File: config.mk
export PLATFORM = sky130hd
export DESIGN_NAME = multicycle_ctrl
export DESIGN_NICKNAME = d
export VERILOG_FILES = /design/src/rtl/riscv_ctrl_pkg.sv /design/src/rtl/ctrl_opcode_dec.sv /design/src/rtl/multicycle_ctrl.sv
export SDC_FILE = /design/constraint.sdc
export NUM_CORES = 1
export LEC_CHECK = 0
export ABC_AREA = 1
export CAP_MARGIN = 10
export CORE_MARGIN = 2
export CORE_UTILIZATION = 47
export CTS_CLUSTER_DIAMETER = 200
export CTS_CLUSTER_SIZE = 28
export DETAILED_ROUTE_END_ITERATION = 16
export PLACE_DENSITY_LB_ADDON = 0.2
export SYNTH_ARGS = -nofsm -noshare
export SYNTH_HDL_FRONTEND = slang
export SYNTH_SLANG_ARGS = --single-unit
File: constraint.sdc
create_clock -name clk -period 1.3 [get_ports clk]
set_clock_uncertainty 0.05 [all_clocks]
set_input_delay 0.26 -clock clk [delete_from_list [all_inputs] [get_ports clk]]
set_output_delay 0.26 -clock clk [all_outputs]
set_load 0.02 [all_outputs]
File: src/rtl/riscv_ctrl_pkg.sv
// Shared types for the RV32I multicycle control unit:
// opcodes, FSM states, mux select encodings and the decoder bundle.
package riscv_ctrl_pkg;

  localparam logic [6:0] OPC_LOAD   = 7'h03;
  localparam logic [6:0] OPC_OPIMM  = 7'h13;
  localparam logic [6:0] OPC_AUIPC  = 7'h17;
  localparam logic [6:0] OPC_STORE  = 7'h23;
  localparam logic [6:0] OPC_OP     = 7'h33;
  localparam logic [6:0] OPC_LUI    = 7'h37;
  localparam logic [6:0] OPC_BRANCH = 7'h63;
  localparam logic [6:0] OPC_JALR   = 7'h67;
  localparam logic [6:0] OPC_JAL    = 7'h6F;

  localparam logic [1:0] SRC_A_RS1  = 2'd0;
  localparam logic [1:0] SRC_A_PC   = 2'd1;
  localparam logic [1:0] SRC_A_ZERO = 2'd2;
  localparam logic       SRC_B_RS2  = 1'b0;
  localparam logic       SRC_B_IMM  = 1'b1;
  localparam logic [1:0] ALU_ADD    = 2'd0;
  localparam logic [1:0] ALU_FUNCT  = 2'd1;
  localparam logic [1:0] ALU_CMP    = 2'd2;

  typedef enum logic [2:0] {
    S_IDLE, S_FETCH, S_DECODE, S_EXEC, S_MEM, S_WB, S_TRAP
  } ctrl_state_e;

  typedef enum logic [2:0] {
    IMM_I, IMM_S, IMM_B, IMM_U, IMM_J
  } imm_sel_e;

  typedef enum logic [1:0] {
    WB_ALU, WB_MEM, WB_PC4
  } wb_sel_e;

  typedef enum logic [1:0] {
    PC_4, PC_IMM, PC_ALU
  } pc_sel_e;

  typedef enum logic [2:0] {
    CLS_ALU, CLS_LOAD, CLS_STORE, CLS_BRANCH,
    CLS_JAL, CLS_JALR, CLS_BAD
  } instr_cls_e;

  typedef struct packed {
    instr_cls_e cls;
    imm_sel_e   imm;
    logic [1:0] src_a;
    logic       src_b;
    logic [1:0] mode;
  } dec_t;

endpackage

File: src/rtl/ctrl_opcode_dec.sv
// Combinational opcode decoder: instruction class,
// immediate format and ALU operand/mode selects.
module ctrl_opcode_dec
  import riscv_ctrl_pkg::*;
(
  input  logic [6:0] opcode,
  output dec_t       dec
);

  always_comb begin
    dec = '{cls: CLS_BAD, imm: IMM_I, src_a: SRC_A_RS1,
            src_b: SRC_B_RS2, mode: ALU_ADD};
    unique case (1'b1)
      opcode == OPC_OP: begin
        dec.cls  = CLS_ALU;
        dec.mode = ALU_FUNCT;
      end
      opcode == OPC_OPIMM: begin
        dec.cls   = CLS_ALU;
        dec.src_b = SRC_B_IMM;
        dec.mode  = ALU_FUNCT;
      end
      opcode == OPC_LUI: begin
        dec.cls   = CLS_ALU;
        dec.imm   = IMM_U;
        dec.src_a = SRC_A_ZERO;
        dec.src_b = SRC_B_IMM;
      end
      opcode == OPC_AUIPC: begin
        dec.cls   = CLS_ALU;
        dec.imm   = IMM_U;
        dec.src_a = SRC_A_PC;
        dec.src_b = SRC_B_IMM;
      end
      opcode == OPC_LOAD: begin
        dec.cls   = CLS_LOAD;
        dec.src_b = SRC_B_IMM;
      end
      opcode == OPC_STORE: begin
        dec.cls   = CLS_STORE;
        dec.imm   = IMM_S;
        dec.src_b = SRC_B_IMM;
      end
      opcode == OPC_BRANCH: begin
        dec.cls  = CLS_BRANCH;
        dec.imm  = IMM_B;
        dec.mode = ALU_CMP;
      end
      opcode == OPC_JAL: begin
        dec.cls   = CLS_JAL;
        dec.imm   = IMM_J;
        dec.src_a = SRC_A_PC;
        dec.src_b = SRC_B_IMM;
      end
      opcode == OPC_JALR: begin
        dec.cls   = CLS_JALR;
        dec.src_b = SRC_B_IMM;
      end
      default: ;
    endcase
  end

endmodule

File: src/rtl/multicycle_ctrl.sv
// RV32I multicycle control FSM with retired-instruction counter.
// Define MULTICYCLE_CTRL_TRAP_EN to trap on unknown opcodes.
module multicycle_ctrl
  import riscv_ctrl_pkg::*;
#(
  parameter int unsigned RETIRE_W = 32
) (
  input  logic                clk,
  input  logic                rst_n,
  output logic                imem_req,
  input  logic                imem_ready,
  output logic                ir_we,
  input  logic [6:0]          ir_opcode,
  input  logic                branch_taken,
  output logic                dmem_req,
  output logic                dmem_we,
  input  logic                dmem_ready,
  output logic [2:0]          imm_sel,
  output logic [1:0]          alu_src_a,
  output logic                alu_src_b,
  output logic [1:0]          alu_mode,
  output logic                reg_we,
  output logic [1:0]          wb_sel,
  output logic                pc_we,
  output logic [1:0]          pc_sel,
  output logic [RETIRE_W-1:0] retired_cnt
`ifdef MULTICYCLE_CTRL_TRAP_EN
  ,
  output logic                trap
`endif
);

`ifdef MULTICYCLE_CTRL_TRAP_EN
  localparam logic TRAP_EN = 1'b1;
`else
  localparam logic TRAP_EN = 1'b0;
`endif

  ctrl_state_e state;
  instr_cls_e  cls;
  dec_t        dec;
  logic        br_q;
  logic        pc_we_q;
  logic [1:0]  pc_sel_q;
  logic        st_done;
  logic        retire;

  ctrl_opcode_dec u_dec (
    .opcode(ir_opcode),
    .dec   (dec)
  );

  // Handshake-completing strobes are qualified by ready
  assign ir_we   = imem_req & imem_ready;
  assign st_done = dmem_req & dmem_we & dmem_ready;
  assign pc_we   = pc_we_q | st_done;
  assign pc_sel  = br_q ? {1'b0, branch_taken} : pc_sel_q;

  assign imm_sel = (state inside {S_DECODE, S_EXEC, S_MEM, S_WB})
                 ? dec.imm : IMM_I;

  assign retire = (state == S_WB) | st_done
                | ((state == S_EXEC) & (cls == CLS_BRANCH))
                | ((state == S_EXEC) & (cls == CLS_BAD) & ~TRAP_EN);

  always_ff @(posedge clk or negedge rst_n) begin
    if (!rst_n) begin
      state       <= S_IDLE;
      cls         <= CLS_BAD;
      imem_req    <= 1'b0;
      dmem_req    <= 1'b0;
      dmem_we     <= 1'b0;
      alu_src_a   <= '0;
      alu_src_b   <= 1'b0;
      alu_mode    <= '0;
      reg_we      <= 1'b0;
      wb_sel      <= '0;
      pc_we_q     <= 1'b0;
      pc_sel_q    <= '0;
      br_q        <= 1'b0;
      retired_cnt <= '0;
`ifdef MULTICYCLE_CTRL_TRAP_EN
      trap        <= 1'b0;
`endif
    end else begin
      imem_req  <= 1'b0;
      dmem_req  <= 1'b0;
      dmem_we   <= 1'b0;
      alu_src_a <= '0;
      alu_src_b <= 1'b0;
      alu_mode  <= '0;
      reg_we    <= 1'b0;
      wb_sel    <= '0;
      pc_we_q   <= 1'b0;
      pc_sel_q  <= '0;
      br_q      <= 1'b0;
      if (retire) retired_cnt <= retired_cnt + RETIRE_W'(1);
      unique case (state)
        S_IDLE: begin
          state    <= S_FETCH;
          imem_req <= 1'b1;
        end
        S_FETCH: begin
          if (imem_ready) state <= S_DECODE;
          else imem_req <= 1'b1;
        end
        S_DECODE: begin
          state     <= S_EXEC;
          cls       <= dec.cls;
          alu_src_a <= dec.src_a;
          alu_src_b <= dec.src_b;
          alu_mode  <= dec.mode;
          unique case (dec.cls)
            CLS_BRANCH: begin
              pc_we_q <= 1'b1;
              br_q    <= 1'b1;
            end
            CLS_JAL: begin
              pc_we_q  <= 1'b1;
              pc_sel_q <= PC_IMM;
            end
            CLS_JALR: begin
              pc_we_q  <= 1'b1;
              pc_sel_q <= PC_ALU;
            end
            CLS_BAD: pc_we_q <= ~TRAP_EN;
            default: ;
          endcase
        end
        S_EXEC: begin
          unique case (cls)
            CLS_ALU: begin
              state   <= S_WB;
              reg_we  <= 1'b1;
              pc_we_q <= 1'b1;
            end
            CLS_LOAD, CLS_STORE: begin
              state    <= S_MEM;
              dmem_req <= 1'b1;
              dmem_we  <= (cls == CLS_STORE);
            end
            CLS_JAL, CLS_JALR: begin
              state  <= S_WB;
              reg_we <= 1'b1;
              wb_sel <= WB_PC4;
            end
            CLS_BRANCH: begin
              state    <= S_FETCH;
              imem_req <= 1'b1;
            end
            default: begin
`ifdef MULTICYCLE_CTRL_TRAP_EN
              state <= S_TRAP;
              trap  <= 1'b1;
`else
              state    <= S_FETCH;
              imem_req <= 1'b1;
`endif
            end
          endcase
        end
        S_MEM: begin
          if (!dmem_ready) begin
            dmem_req <= 1'b1;
            dmem_we  <= dmem_we;
          end else if (dmem_we) begin
            state    <= S_FETCH;
            imem_req <= 1'b1;
          end else begin
            state   <= S_WB;
            reg_we  <= 1'b1;
            pc_we_q <= 1'b1;
            wb_sel  <= WB_MEM;
          end
        end
        S_WB: begin
          state    <= S_FETCH;
          imem_req <= 1'b1;
        end
        S_TRAP: state <= S_TRAP;
        default: state <= S_IDLE;
      endcase
    end
  end

endmodule

Yosys cells after proc, flatten, opt, wreduce, memory -nomap -nowiden
Cells that the tools add are included.
{"block": "totals", "regBits": 53, "output_inout_bits": 50}
{"block": "op_classes", "n_bitwise": 9, "n_addsub": 1, "eq_ne": 27, "mux": 41, "n_reduce_logical": 15}
{"op": "$pmux 3 s6", "count": 2}
{"op": "$add 32x1->32 const B", "count": 1}
{"op": "$eq 3x3->1 const B", "count": 9}
{"op": "$eq 7x6->1 const B", "count": 3}
{"op": "$eq 7x7->1 const B", "count": 3}
{"op": "$mux 1", "count": 19}
{"op": "$pmux 2 s2", "count": 4}
{"op": "$eq 3x2->1 const B", "count": 5}
{"op": "$eq 7x5->1 const B", "count": 2}
{"op": "$mux 3", "count": 4}
{"op": "$pmux 3 s4", "count": 1}
{"op": "$reduce_or 2->1", "count": 6}
{"op": "$mux 2", "count": 5}
{"op": "$reduce_or 4->1", "count": 2}
{"op": "$eq 7x2->1 const B", "count": 1}
{"op": "$reduce_or 7->1", "count": 1}
{"op": "$eq 3x1->1 const B", "count": 2}
{"op": "$logic_not 3->1", "count": 2}
{"op": "$pmux 1 s2", "count": 3}
{"op": "$pmux 3 s2", "count": 1}
{"op": "$and 1x1->1", "count": 5}
{"op": "$reduce_or 5->1", "count": 1}
{"op": "$ne 2x2->1 const B", "count": 2}
{"op": "$or 1x1->1", "count": 4}
{"op": "other kinds (5)", "count": 5}

Longest topological paths before layout
Gate-level depths: netlist (run 1).
{"block": "depth", "word_depth": 7, "depth_mapped": 10, "depth_no_buf": 10}

Cells and area by module
Synthesis (run 1) repeated with hierarchy kept, for this count alone.
{"block": "hier_totals", "hier_cells": 383, "area_unflattened_um2": 2906.5}
{"module": "multicycle_ctrl", "area_per_inst_um2": 2702.6, "cells_each": 347, "instances": 1, "seq_area_each_um2": 1328.8}
{"module": "ctrl_opcode_dec", "area_per_inst_um2": 203.9, "cells_each": 36, "instances": 1, "seq_area_each_um2": 0.0}

Worst setup path before layout (run 1)
No wires, ideal clock.
{"block": "synth_timing", "path_kind": "flip-flop to flip-flop", "from": "reg retired_cnt[0]", "to": "reg retired_cnt[8]", "arrival_ns": 1.410, "path_buffers": 0, "setup_time_ns": 0.129, "path_stages_with_launch": 9, "path_slack_ns": -0.289, "path_cell_list": "dfrtp_1 -> ha_1 -> inv_1 -> nor2_2 -> nand2_1 -> inv_1 -> nor2_1 -> o21ai_0 -> o21ai_0"}
{"block": "synth_via", "elab_chain_cells": 1}
{"item": "start: declaration", "line_no": "multicycle_ctrl.sv:26", "text": "output logic [RETIRE_W-1:0] retired_cnt"}
{"item": "start signal: assignment", "line_no": "multicycle_ctrl.sv:97", "text": "if (retire) retired_cnt <= retired_cnt + RETIRE_W'(1);"}
{"item": "$add 32x1->32", "line_no": "multicycle_ctrl.sv:97"}
No other way between the ends.
A chain may end at the register's enable or synchronous reset.

Final worst setup path (run 1)
{"block": "layout_timing", "from": "reg state[0]", "to": "out imm_sel[2]"}
{"block": "layout_via", "elab_chain_cells": 3, "word_cells_on_any_way": 6, "classes_between": "eq/ne: 4; mux: 1; reduce/logical: 1"}
{"item": "start: declaration", "line_no": "multicycle_ctrl.sv:39", "text": "ctrl_state_e state;"}
{"item": "start signal: assignment", "line_no": "multicycle_ctrl.sv:68", "text": "state <= S_IDLE;"}
{"item": "start signal: assignment", "line_no": "multicycle_ctrl.sv:100", "text": "state <= S_FETCH;"}
{"item": "start signal: assignment", "line_no": "multicycle_ctrl.sv:104", "text": "if (imem_ready) state <= S_DECODE;"}
{"item": "$eq 3x2->1 / $eq 3x3->1 (equally long branches)", "line_no": "multicycle_ctrl.sv:59", "text": "assign imm_sel = (state inside {S_DECODE, S_EXEC, S_MEM, S_WB})"}
{"item": "$reduce_bool 4->1 (*)", "line_no": "multicycle_ctrl.sv:59"}
{"item": "$mux 3 (*)", "line_no": "multicycle_ctrl.sv:60", "text": "? dec.imm : IMM_I;"}
{"item": "end: declaration", "line_no": "multicycle_ctrl.sv:18", "text": "output logic [2:0] imm_sel,"}
Every way passes the cells marked *; elsewhere a longest branch is shown, timed or not.

==> impl_results.md, run 1 <==
- Initial antenna violation count: 0
- Worst slew pin tran: a little under 300 ps
- Vias in the first global route: 3,740
- Starting Density: 49.0%
- Internal power: 3.75 mW
- Seq/Total Area, Yosys: 42.2%
- Min-delay src: ir_opcode[3]
- Failing checks: design-rule violations, negative setup slack
- ANT nets after route: 0
- Post-Synthesis Mean Instance Area: ~6.7 sq um
- Max-cap violation count: 0
- Combinational share of power: 51.6%
- Final period util: 139%
- CTS max path bufs: 2
- Final hold viol count: 0
- Clk_lat worst skew: 320 ps
- Slew HR: 80.3%
- FF+latch count, synth: 53
- Share of layout cells above drive strength 1: 43.2%
- Clock Tree Root: clkbuf_8
- Critical R2R Launch: state[1]
- Fin Hold WS: roughly 260 ps
- Cell Area, Synth: 0.00315 sq mm
- # fillers: about 450
- Reg-to-reg endpoint: retired_cnt[3]
- Gr ovfl total: 0
- Largest net degree at the start of global routing: 54
- Layout Cells excl Fill: 714
- Worst Path Class, Setup: reg2out
- Worst EP required: between 900 and 1000 ps
- CTS Sinks: 53
- Crit path cell chain: buf_6 > nand3_4 > o21ai_4 > nor3_4 > nor2_2 > buf_2
- Initial DRC Count: 177
- CTS tree: done
- Leak: 2.51 nW
- CP max stage delay: 430 ps
- Die area: between 0.007 and 0.008 sq mm
- First-pass GRT wire length: 16,300 um
- R2R depth: 10
- Std-Cell Rows: 29
- Post-layout min period: 1810 ps
- Hpwl dp: 6520 um
- Die span in y: 85.9 um
- CTS H-tree lvls: 2
- Post-route total power: 6.49 mW
- Sequential Power Share: approximately 33%
- Worst Hold Class: in2reg
- Startpoint Class: flip-flop
- Tot GR Track Use: 27.7%
- Fmax: 552 MHz
- Wire length per cell: 14.5 um
- Distinct cell type count after synthesis: 26
- Net Sw Frac: a little over two fifths
- Pwr Density: 1310 mW/mm^2
- Core area: roughly 0.0064 sq mm
- Worst-path clk slew: roughly 110 ps
- # DRC: 1
- Status: complete, but fails checks
- Final core occ: 77.4%
- CTS buffer count: 5
- Pins over their slew limit: 0
- PortBufs: approximately 60
- Final WL: 10,400 um
- Vias: around 3.7k
- Most common cell after layout, fill and taps aside: nand2_1
- Maximum VDD drop: 1.12 mV
- Commonest cells after routing, fill and taps aside: 189 x nand2_1, 81 x buf_4, 44 x nor2_1
- DRT Pass-1 Iters: 10
- DR vias/cell: 5.12
- Placed cell count: 680
- CP Buf/Inv Count: 2
- Top-level I/O count: 62
- Yosys warnings: 0
- Syn_nets: 484
- Crit end category: primary output
- Register-to-register setup slack: -320 ps
- Area Overhead vs Synth: 57.8%
- Setup WS post-layout: -511 ps
- Hold endpoint: alu_src_a[0]
- Nets: approximately 650
- NetSw: 2.74 mW
- Post-Syn Instances: 471
- RSZ-0062 raised after global routing: yes
- Critical path data arrival time: 1500 ps
- Crit path max-delay cell type: dfrtp_1
- Final Wtd Congestion: 0.876
- Clock share of power: 15.4%
- Die Width: between 80 and 90 um
- Final setup viols: 48
- Hold path depth: 3
- # diodes: 0
- Cell family with most CP delay: flip-flops
- Worst-path maximum fanout: 3
- Final TNS setup: -10,430 ps
[cell type report]
cell class | count | area [sq um] | share of cell area [%]
multi-input combinational | 360 | 1940 | 39.0
sequential | 53 | 1360 | 27.3
timing repair buffer | 161 | 1240 | 25.0
inverter | 54 | 230 | 4.63
tap | 77 | 96.3 | 1.94
clock buffer | 5 | 68.8 | 1.38
clock inverter | 3 | 25.0 | 0.503
timing repair inverter | 1 | 11.3 | 0.227
[metal layers]
layer	vias up	part of all wire (%)	track usage (%)
li1	1777	-	-
met1	1734	37	31.1
met2	110	54	53.3
met3	32	4.9	3.85
met4	0	3.4	9.24
met5	-	0	0
[cells in the mapped netlist, drive strengths merged]
cell    number  area share, %
a22oi        1           0.24
a21oi        6           0.95
nor2        70            9.6
xor2         8            2.2
xnor2        6            1.7
clkinv       1           0.12
nand2      209             25
or2          1           0.20
o221ai       1           0.28
nor4         1           0.20
dfstp        2            1.7
nor3         9            1.4
nand4        5           0.99
inv         53            6.3
mux2         1           0.36
dfrtp       51             41
o21ai       11            1.7
ha           1           0.40
buf          5           0.99
nand3       29            4.9
[worst register-to-register path: cells and delay by family, from the launching register on]
family	cells	cell delay [ps]
xor+xnor	1	120
flops	1	440
simple gates	4	320
buf+inv	5	590
[registers in the layout (all words and copies together), names as in the netlist]
name,count
reg_we,1
dmem_we,1
alu_src_a,2
cls,3
dmem_req,1
alu_src_b,1
retired_cnt,32
br_q,1
wb_sel,2
pc_we_q,1
imem_req,1
alu_mode,2
pc_sel_q,2
state,3
[power groups by stage]
stage	registers [mW]	clock network (mW)	logic [mW]
6_report	2.14	0.999	3.35
5_1_grt	2.17	1.07	3.57
4_1_cts	2.12	1.01	2.89
3_5_place_dp	2.16	0	2.45
3_3_place_gp	2.15	0	2.41
2_1_floorplan	2.29	0	1.20
[worst max path at each step]
stage	slack, ps	end	from	depth (start not counted)
floorplan	-40	retired_cnt[9]	cls[1]	7
global placement	-910	imm_sel[0]	ir_opcode[2]	6
detailed placement	-990	imm_sel[1]	ir_opcode[2]	6
CTS	-460	imm_sel[0]	state[1]	5
global route	-550	imm_sel[2]	state[0]	6
finish	-510	imm_sel[2]	state[0]	6
[per-stage QoR]
stage / setup WS [ps] / area (sq um)
6_report: -511 / 4970
5_1_grt: -553 / 4970
4_1_cts: -462 / 4790
3_5_place_dp: -993 / 4500
3_3_place_gp: -906 / 4500
2_1_floorplan: -41.5 / 3260
[kinds of logic after synthesis]
kind of cell / after synthesis / share of synthesized area [%]
AND/OR/NAND/NOR: 324 / 42.5
buffers and inverters: 59 / 7.43
flip-flops: 53 / 42.2
AO/OA/AOI/OAI: 19 / 3.22
XOR/XNOR: 14 / 3.89
multiplexers: 1 / 0.358
adder cells (fa/ha/maj): 1 / 0.397
[timing repair]
action                                  in CTS  in global routing
resized for setup                          256                 85
setup buffers                               19                 11
cloned                                       2                  0
pin swaps                                   16                 16
hold buffers                                 1                  0
hold endpoints to repair                    51                  0
endpoints found under the setup margin     102                 74
No activity file was read; power rests on OpenSTA's default activity.
==> run 2: changes to the inputs <==
- RECOVER_POWER: not set -> 100
==> run 2 against run 1 <==
Net effect: the flow still finishes with violations (design-rule violations, negative setup slack); maximum frequency shrank 0.89%; utilization shrank 0.62 points; first-iteration DRC count grew 14%; register-to-register slack is essentially flat; sequential share of layout area grew 0.094 points; combinational power shrank 1%; die area is the same; global-route usage is the same; total power shrank 0.43%; final cell count is the same; sequential cell count is the same; critical endpoint unchanged; largest cell class unchanged.
==> impl_results.md, run 2 (synthesis gave the netlist of run 1 again) <==
- Setup WS post-layout: -527 ps (-16.3 ps)
- Largest net degree at the start of global routing: 54 (unchanged)
- Worst EP required: 990 ps (about the same)
- DRT Pass-1 Iters: 10 (unchanged)
- First-pass GRT wire length: 16,300 um (unchanged)
- Crit path cell chain: buf_6 > nand3_4 > o21ai_4 > nor3_4 > nor2_2 > buf_2
- Initial DRC Count: 201 (+14%)
- CTS buffer count: 5 (unchanged)
- Share of layout cells above drive strength 1: 41.1% (-2.0 points)
- Failing checks: design-rule violations, negative setup slack
- CTS Sinks: 53 (unchanged)
- Worst Hold Class: in2reg
- Hold path depth: 3 (unchanged)
- ANT nets after route: 0 (unchanged)
- Final hold viol count: 0 (unchanged)
- Final setup viols: 49 (+2.1%)
- Std-Cell Rows: 29 (unchanged)
- Gr ovfl total: 0 (unchanged)
- Starting Density: 49.0% (unchanged)
- # DRC: 1 (unchanged)
- Most common cell after layout, fill and taps aside: nand2_1
- Leak: 2.47 nW (-1.7%)
- # diodes: 0 (unchanged)
- Post-layout min period: 1830 ps (+16.3 ps)
- Worst-path clk slew: 110 ps (about the same)
- Commonest cells after routing, fill and taps aside: 191 x nand2_1, 81 x buf_4, 44 x nor2_1
- Core area: 0.00642 sq mm (unchanged)
- Critical R2R Launch: state[1]
- Clk_lat worst skew: 320 ps (about the same)
- Tot GR Track Use: 27.7% (unchanged)
- Clock share of power: 15.6% (+0.2 points)
- Crit end category: primary output
- Post-DP Area: 0.00450 sq mm (unchanged)
- Status: complete, but fails checks
- Clock Tree Root: clkbuf_8
- Design Area, Final: 0.00493 sq mm (-0.81%)
- Nets: 649 (unchanged)
- NetSw: 2.74 mW (-0.15%)
- R2R depth: 10 (unchanged)
- Die Width: 85.9 um (unchanged)
- Internal power: 3.72 mW (-0.64%)
- Pwr Density: 1310 mW/mm^2 (+0.38%)
- Reg-to-reg endpoint: retired_cnt[3]
- Die span in y: 85.9 um (unchanged)
- CTS tree: done
- RSZ-0062 raised after global routing: yes
- CTS max path bufs: 2 (unchanged)
- Pins over their slew limit: 0 (unchanged)
- Initial antenna violation count: 0 (unchanged)
- Combinational share of power: 51.2% (-0.4 points)
- Worst Path Class, Setup: reg2out
- Die area: 0.00737 sq mm (unchanged)
- Sequential Power Share: 33.2% (about the same)
- Hpwl dp: 6520 um (unchanged)
- Crit path max-delay cell type: dfrtp_1
- Vias: 3,656 (+0.082%)
- Final Wtd Congestion: 0.876 (unchanged)
- Most flop-heavy register: retired_cnt
- Hold endpoint: alu_src_a[0]
- Fin Hold WS: 269 ps (+5.66 ps)
- Wire length per cell: 14.6 um (+0.26%)
- Startpoint Class: flip-flop
- Final period util: 141% (+1.3 points)
- Final WL: 10,400 um (+0.26%)
- CP max stage delay: 430 ps (about the same)
- Max-cap violation count: 0 (unchanged)
- Net Sw Frac: 42.4% (+0.12 points)
- CTS H-tree lvls: 2 (unchanged)
- Top flop regs: retired_cnt x32, cls x3, state x3
- Fmax: 547 MHz (-0.89%)
- Register-to-register setup slack: -320 ps (about the same)
- Top-level I/O count: 62 (unchanged)
- Vias in the first global route: 3,740 (unchanged)
- Largest register FFs: 32 (unchanged)
- Slew HR: 50.1% (-30 points)
- Worst slew pin tran: 748 ps (+454 ps)
- Critical path data arrival time: 1520 ps (+20 ps)
- Min-delay src: ir_opcode[3]
- PortBufs: 61 (unchanged)
- DR vias/cell: 5.12 (about the same)
- Maximum VDD drop: 1.12 mV (+0.23%)
- Worst-path maximum fanout: 3 (unchanged)
- Area Overhead vs Synth: 56.6%
run 2: how the worst max path moves through the flow:
stage | cells after the start | endpoint | from
4_1_cts | 5 | imm_sel[0] | state[1]
3_3_place_gp | 6 | imm_sel[0] | ir_opcode[2]
6_report | 6 | imm_sel[2] | state[0]
3_5_place_dp | 6 | imm_sel[1] | ir_opcode[2]
5_1_grt | 6 | imm_sel[2] | state[0]
2_1_floorplan | 7 | retired_cnt[9] | cls[1]
run 2: critical path: cells and delay by family, from the launching register on:
kind | cells | cell delay [ps]
flops | 1 | 430
buf+inv | 2 | 310
simple gates | 3 | 410
compound gates | 1 | 60
run 2: layer usage:
metal / up-vias / GRT usage, % / routed length (um) / share of wire (%)
li1: 1781 / - / - / -
met1: 1728 / 31.1 / 3930 / 38
met2: 113 / 53.3 / 5640 / 54
met3: 34 / 3.85 / 453 / 4.4
met4: 0 / 9.24 / 377 / 3.6
met5: - / 0 / 0 / 0
run 2: area by class of cell:
cell class                      count  area, sq um
Timing Repair inverter              1         6.26
Multi-Input combinational cell    360         1940
Sequential cell                    53         1350
Clock inverter                      3         25.0
Clock buffer                        5         68.8
Fill cell                         461         1490
Tap cell                           77         96.3
Timing Repair Buffer              161         1220
Inverter                           54          230
run 2: power by group through the flow:
| stage | registers (mW) | logic (mW) | clock network, mW |
|---|---|---|---|
| 2_1_floorplan | 2.29 | 1.20 | 0 |
| 3_3_place_gp | 2.15 | 2.41 | 0 |
| 3_5_place_dp | 2.16 | 2.45 | 0 |
| 4_1_cts | 2.12 | 2.89 | 1.01 |
| 5_1_grt | 2.16 | 3.53 | 1.07 |
| 6_report | 2.14 | 3.31 | 1.01 |
run 2: through the flow:
step | util (%) | setup slack [ps] | total power [mW] | TNS, ps | cells
3_5_place_dp | 70.0 | -993 | 4.61 | -24660 | 680
5_1_grt | 76.8 | -549 | 6.76 | -17310 | 714
4_1_cts | 74.6 | -462 | 6.02 | -7810 | 707
3_3_place_gp | 70.0 | -906 | 4.56 | -22860 | 680
2_1_floorplan | - | -41.5 | 3.49 | -516 | 471
6_report | 76.8 | -527 | 6.46 | -10500 | 714
run 2: repair_timing:
| item | in CTS | in global routing |
|---|---|---|
| buffers inserted | 19 | 11 |
| pin swaps | 16 | 16 |
| gates cloned | 2 | 0 |
| gates resized for setup | 256 | 85 |
| endpoints found under the setup margin | 102 | 74 |
| hold buffers | 1 | 0 |
| endpoints found under the hold margin | 51 | 0 |
==> run 3: changes to the inputs <==
- CORE_UTILIZATION: 47 -> 46
- SYNTH_HIERARCHICAL: not set -> 1
==> run 3 against run 2 <==
Net effect: the run ends with negative setup slack left; via count fell by 13%; count of clock-buffer cells in the layout did not move; sequential cell count did not move; sequential power barely moved; register-to-register slack got worse by 250 ps; hold slack got worse by 21 ps; total power fell by 3.4%; maximum frequency fell by 3.9%; first-iteration DRC count fell by 15%; worst setup slack got worse by 74 ps; largest power group unchanged; clock power fell by 8%; routed wire length fell by 12%.
==> impl_results.md, run 3 <==
- Top-level I/O count: 62 (unchanged)
- Die span in y: 83.5 um (-2.8%)
- Min-delay src: ir_opcode[3]
- Area contributors post-synth: dfrtp_1 44%, nand2_1 14%, inv_1 7.7%
- Distinct cell type count after synthesis: 28 (+7.7%)
- Critical R2R Launch: state[1]
- Worst slew pin tran: 742 ps (-6.14 ps)
- Hold path depth: 6 (+3)
- Syn_nets: 396 (-18%)
- PortBufs: 61 (unchanged)
- Count leader, synth: nand2_1
- Global route hottest layer: met2
- Starting Density: 48.2% (-0.80 points)
- Crit end category: primary output
- Post-Synthesis Mean Instance Area: 7.59 sq um (+13%)
- Fin Hold WS: 248 ps (-20.8 ps)
- Commonest cells after routing, fill and taps aside: 82 x nand2_1, 82 x buf_4, 48 x inv_1
- GR Util met3: 3.76% (-0.091 points)
- Post-route total power: 6.24 mW (-3.4%)
- Worst EP required: 990 ps (about the same)
- DRT Pass-1 Iters: 5 (-5)
- Setup WS post-layout: -602 ps (-74.5 ps)
- Initial DRC Count: 170 (-15%)
- Primary FF master, synth: dfrtp_1
- Initial antenna violation count: 0 (unchanged)
- Startpoint Class: flip-flop
- Final setup viols: 46 (-6.1%)
- Max-cap violation count: 0 (unchanged)
- Area Overhead vs Synth: 68.6%
- Gr ovfl total: 0 (unchanged)
- Maximum VDD drop: 1.04 mV (-7.0%)
- Vias: 3,177 (-13%)
- R2R depth: 12 (+2)
- Post-Syn Instances: 383 (-19%)
- Final Wtd Congestion: 0.891 (+1.7%)
- CP Launch Point: state[1]
- Largest register FFs: 32 (unchanged)
- FF+latch count, synth: 53 (unchanged)
- Top flop regs: retired_cnt x32, cls x3, state x3
- CTS H-tree lvls: 2 (unchanged)
- Worst Hold Class: in2reg
- Failing checks: negative setup slack
- Design Area, Final: 0.00490 sq mm (-0.63%)
- Biggest area consumer among synthesized cells: dfrtp_1
- Fmax: 526 MHz (-3.9%)
- Final TNS setup: -19,400 ps (-8900 ps)
- Vias in the first global route: 3,335 (-11%)
- Tot GR Track Use: 25.7% (-2.0 points)
- CTS max path bufs: 2 (unchanged)
- Clk_lat worst skew: 300 ps (-20 ps)
- Wire length per cell: 14.4 um (-0.90%)
- Die Width: 83.5 um (-2.8%)
- # diodes: 0 (unchanged)
- Met1 global-route usage: 29.7% (-1.4 points)
- Hpwl dp: 5610 um (-14%)
- Met2 Use GR: 48.9% (-4.4 points)
- Slew HR: 50.5% (+0.41 points)
- Worst-path maximum fanout: 3 (unchanged)
- Post-synth EDFFs: 0 (unchanged)
- Worst Path Class, Setup: reg2out
- Area share of the largest cell type after synthesis: 43.9% (+3.4 points)
- CTS Sinks: 53 (unchanged)
- Post-DP Area: 0.00437 sq mm (-2.9%)
- Most flop-heavy register: retired_cnt
- CTS buffer count: 5 (unchanged)
- Pwr Density: 1270 mW/mm^2 (-2.8%)
- Post-layout min period: 1900 ps (+74.5 ps)
- Most common library cells after synthesis: 107 x nand2_1, 60 x inv_1, 51 x dfrtp_1
- Share of synthesized registers carrying an async set or reset: 100% (unchanged)
- Layout Cells excl Fill: 635 (-11%)
- ANT nets after route: 0 (unchanged)
- Leak: 2.37 nW (-3.9%)
- Core area: 0.00603 sq mm (-6.2%)
- Cell Area, Synth: 0.00291 sq mm (-7.7%)
- Seq/Total Area, Yosys: 45.7% (+3.5 points)
- First-pass GRT wire length: 14,800 um (-9.1%)
- Share of layout cells above drive strength 1: 50.2% (+9.0 points)
- RSZ-0062 raised after global routing: yes
- Die area: 0.00697 sq mm (-5.4%)
- Final WL: 9160 um (-12%)
- Status: complete, but fails checks
- Yosys warnings: 6 (+6)
- Clock Tree Root: clkbuf_8
- Placed cell count: 596 (-12%)
- Std-Cell Rows: 28 (-3.4%)
- Largest net degree at the start of global routing: 54 (unchanged)
- Pins over their slew limit: 0 (unchanged)
- DR vias/cell: 5.00 (-2.3%)
- Final hold viol count: 0 (unchanged)
- Final core occ: 81.3% (+4.5 points)
- Nets: 572 (-12%)
- # DRC: 0 (-1)
- Final period util: 146% (+5.7 points)
- CTS tree: done
- Worst-path clk slew: 100 ps (about the same)
- Critical path data arrival time: 1590 ps (+70 ps)
- Pre-CTS WS: -1020 ps (-30.9 ps)
## run 3: changes by cell type in the layout (fill, tap and decap cells not counted), sizes merged, moves of 4 or more
cell,previous run,this run
buf,117,156
clkbuf,40,10
a21oi,6,2
xnor2,6,13
nand3,29,34
clkdlybuf4s15,3,7
nand2,210,110
nand4,5,16
nor2,70,56
inv,55,63
## run 3: worst paths after layout
check	to	slack, ps
min	alu_mode[0]	250
min in group asynchronous	retired_cnt[8]	610
max reg2reg	retired_cnt[0]	-570
min reg2reg	retired_cnt[12]	450
max in group asynchronous	retired_cnt[0]	60
max	imm_sel[1]	-600
## run 3: layer usage
| metal | share of wire [%] | up-vias |
|---|---|---|
| li1 | - | 1543 |
| met2 | 56 | 99 |
| met1 | 38 | 1517 |
| met3 | 4.3 | 18 |
| met5 | 0 | - |
| met4 | 1.8 | 0 |
## run 3: kinds of logic after synthesis
kind of cell	Yosys count	share of synthesized area [%]
adder cells (fa/ha/maj)	1	0.430
buffers and inverters	67	9.26
AO/OA/AOI/OAI	18	3.75
XOR/XNOR	18	5.42
multiplexers	1	0.387
flip-flops	53	45.7
AND/OR/NAND/NOR	225	35.0
## run 3: power by group
group	total, mW	leakage, nW	internal [mW]	switching (mW)
registers	2.15	0.675	1.92	0.234
clock network	0.930	0.0439	0.374	0.557
logic	3.16	1.66	1.44	1.72
total	6.24	2.37	3.73	2.51
## run 3: timing repair
| action | CTS | global route |
|---|---|---|
| endpoints found under the hold margin | 51 | 0 |
| setup endpoints to repair | 100 | 74 |
| gates resized for setup | 298 | 54 |
| gates cloned | 3 | 0 |
| hold buffers | 1 | 0 |
| buffers inserted | 24 | 8 |
| pin swaps | 30 | 11 |
## run 3: critical path, cell delays in order (launching register included)
cell and delay (ps):
dfrtp_1 420, inv_2 80, nand3_2 100, inv_2 60, nor4_4 270, buf_4 190
nor2_4 40, buf_6 120
## run 3: area by class of cell
type	instances	area, sq um
Clock buffer	5	68.8
Clock inverter	3	17.5
Fill cell	372	1130
Inverter	63	262
Multi-Input combinational cell	264	1700
Sequential cell	53	1350
Tap cell	75	93.8
Timing Repair Buffer	172	1410
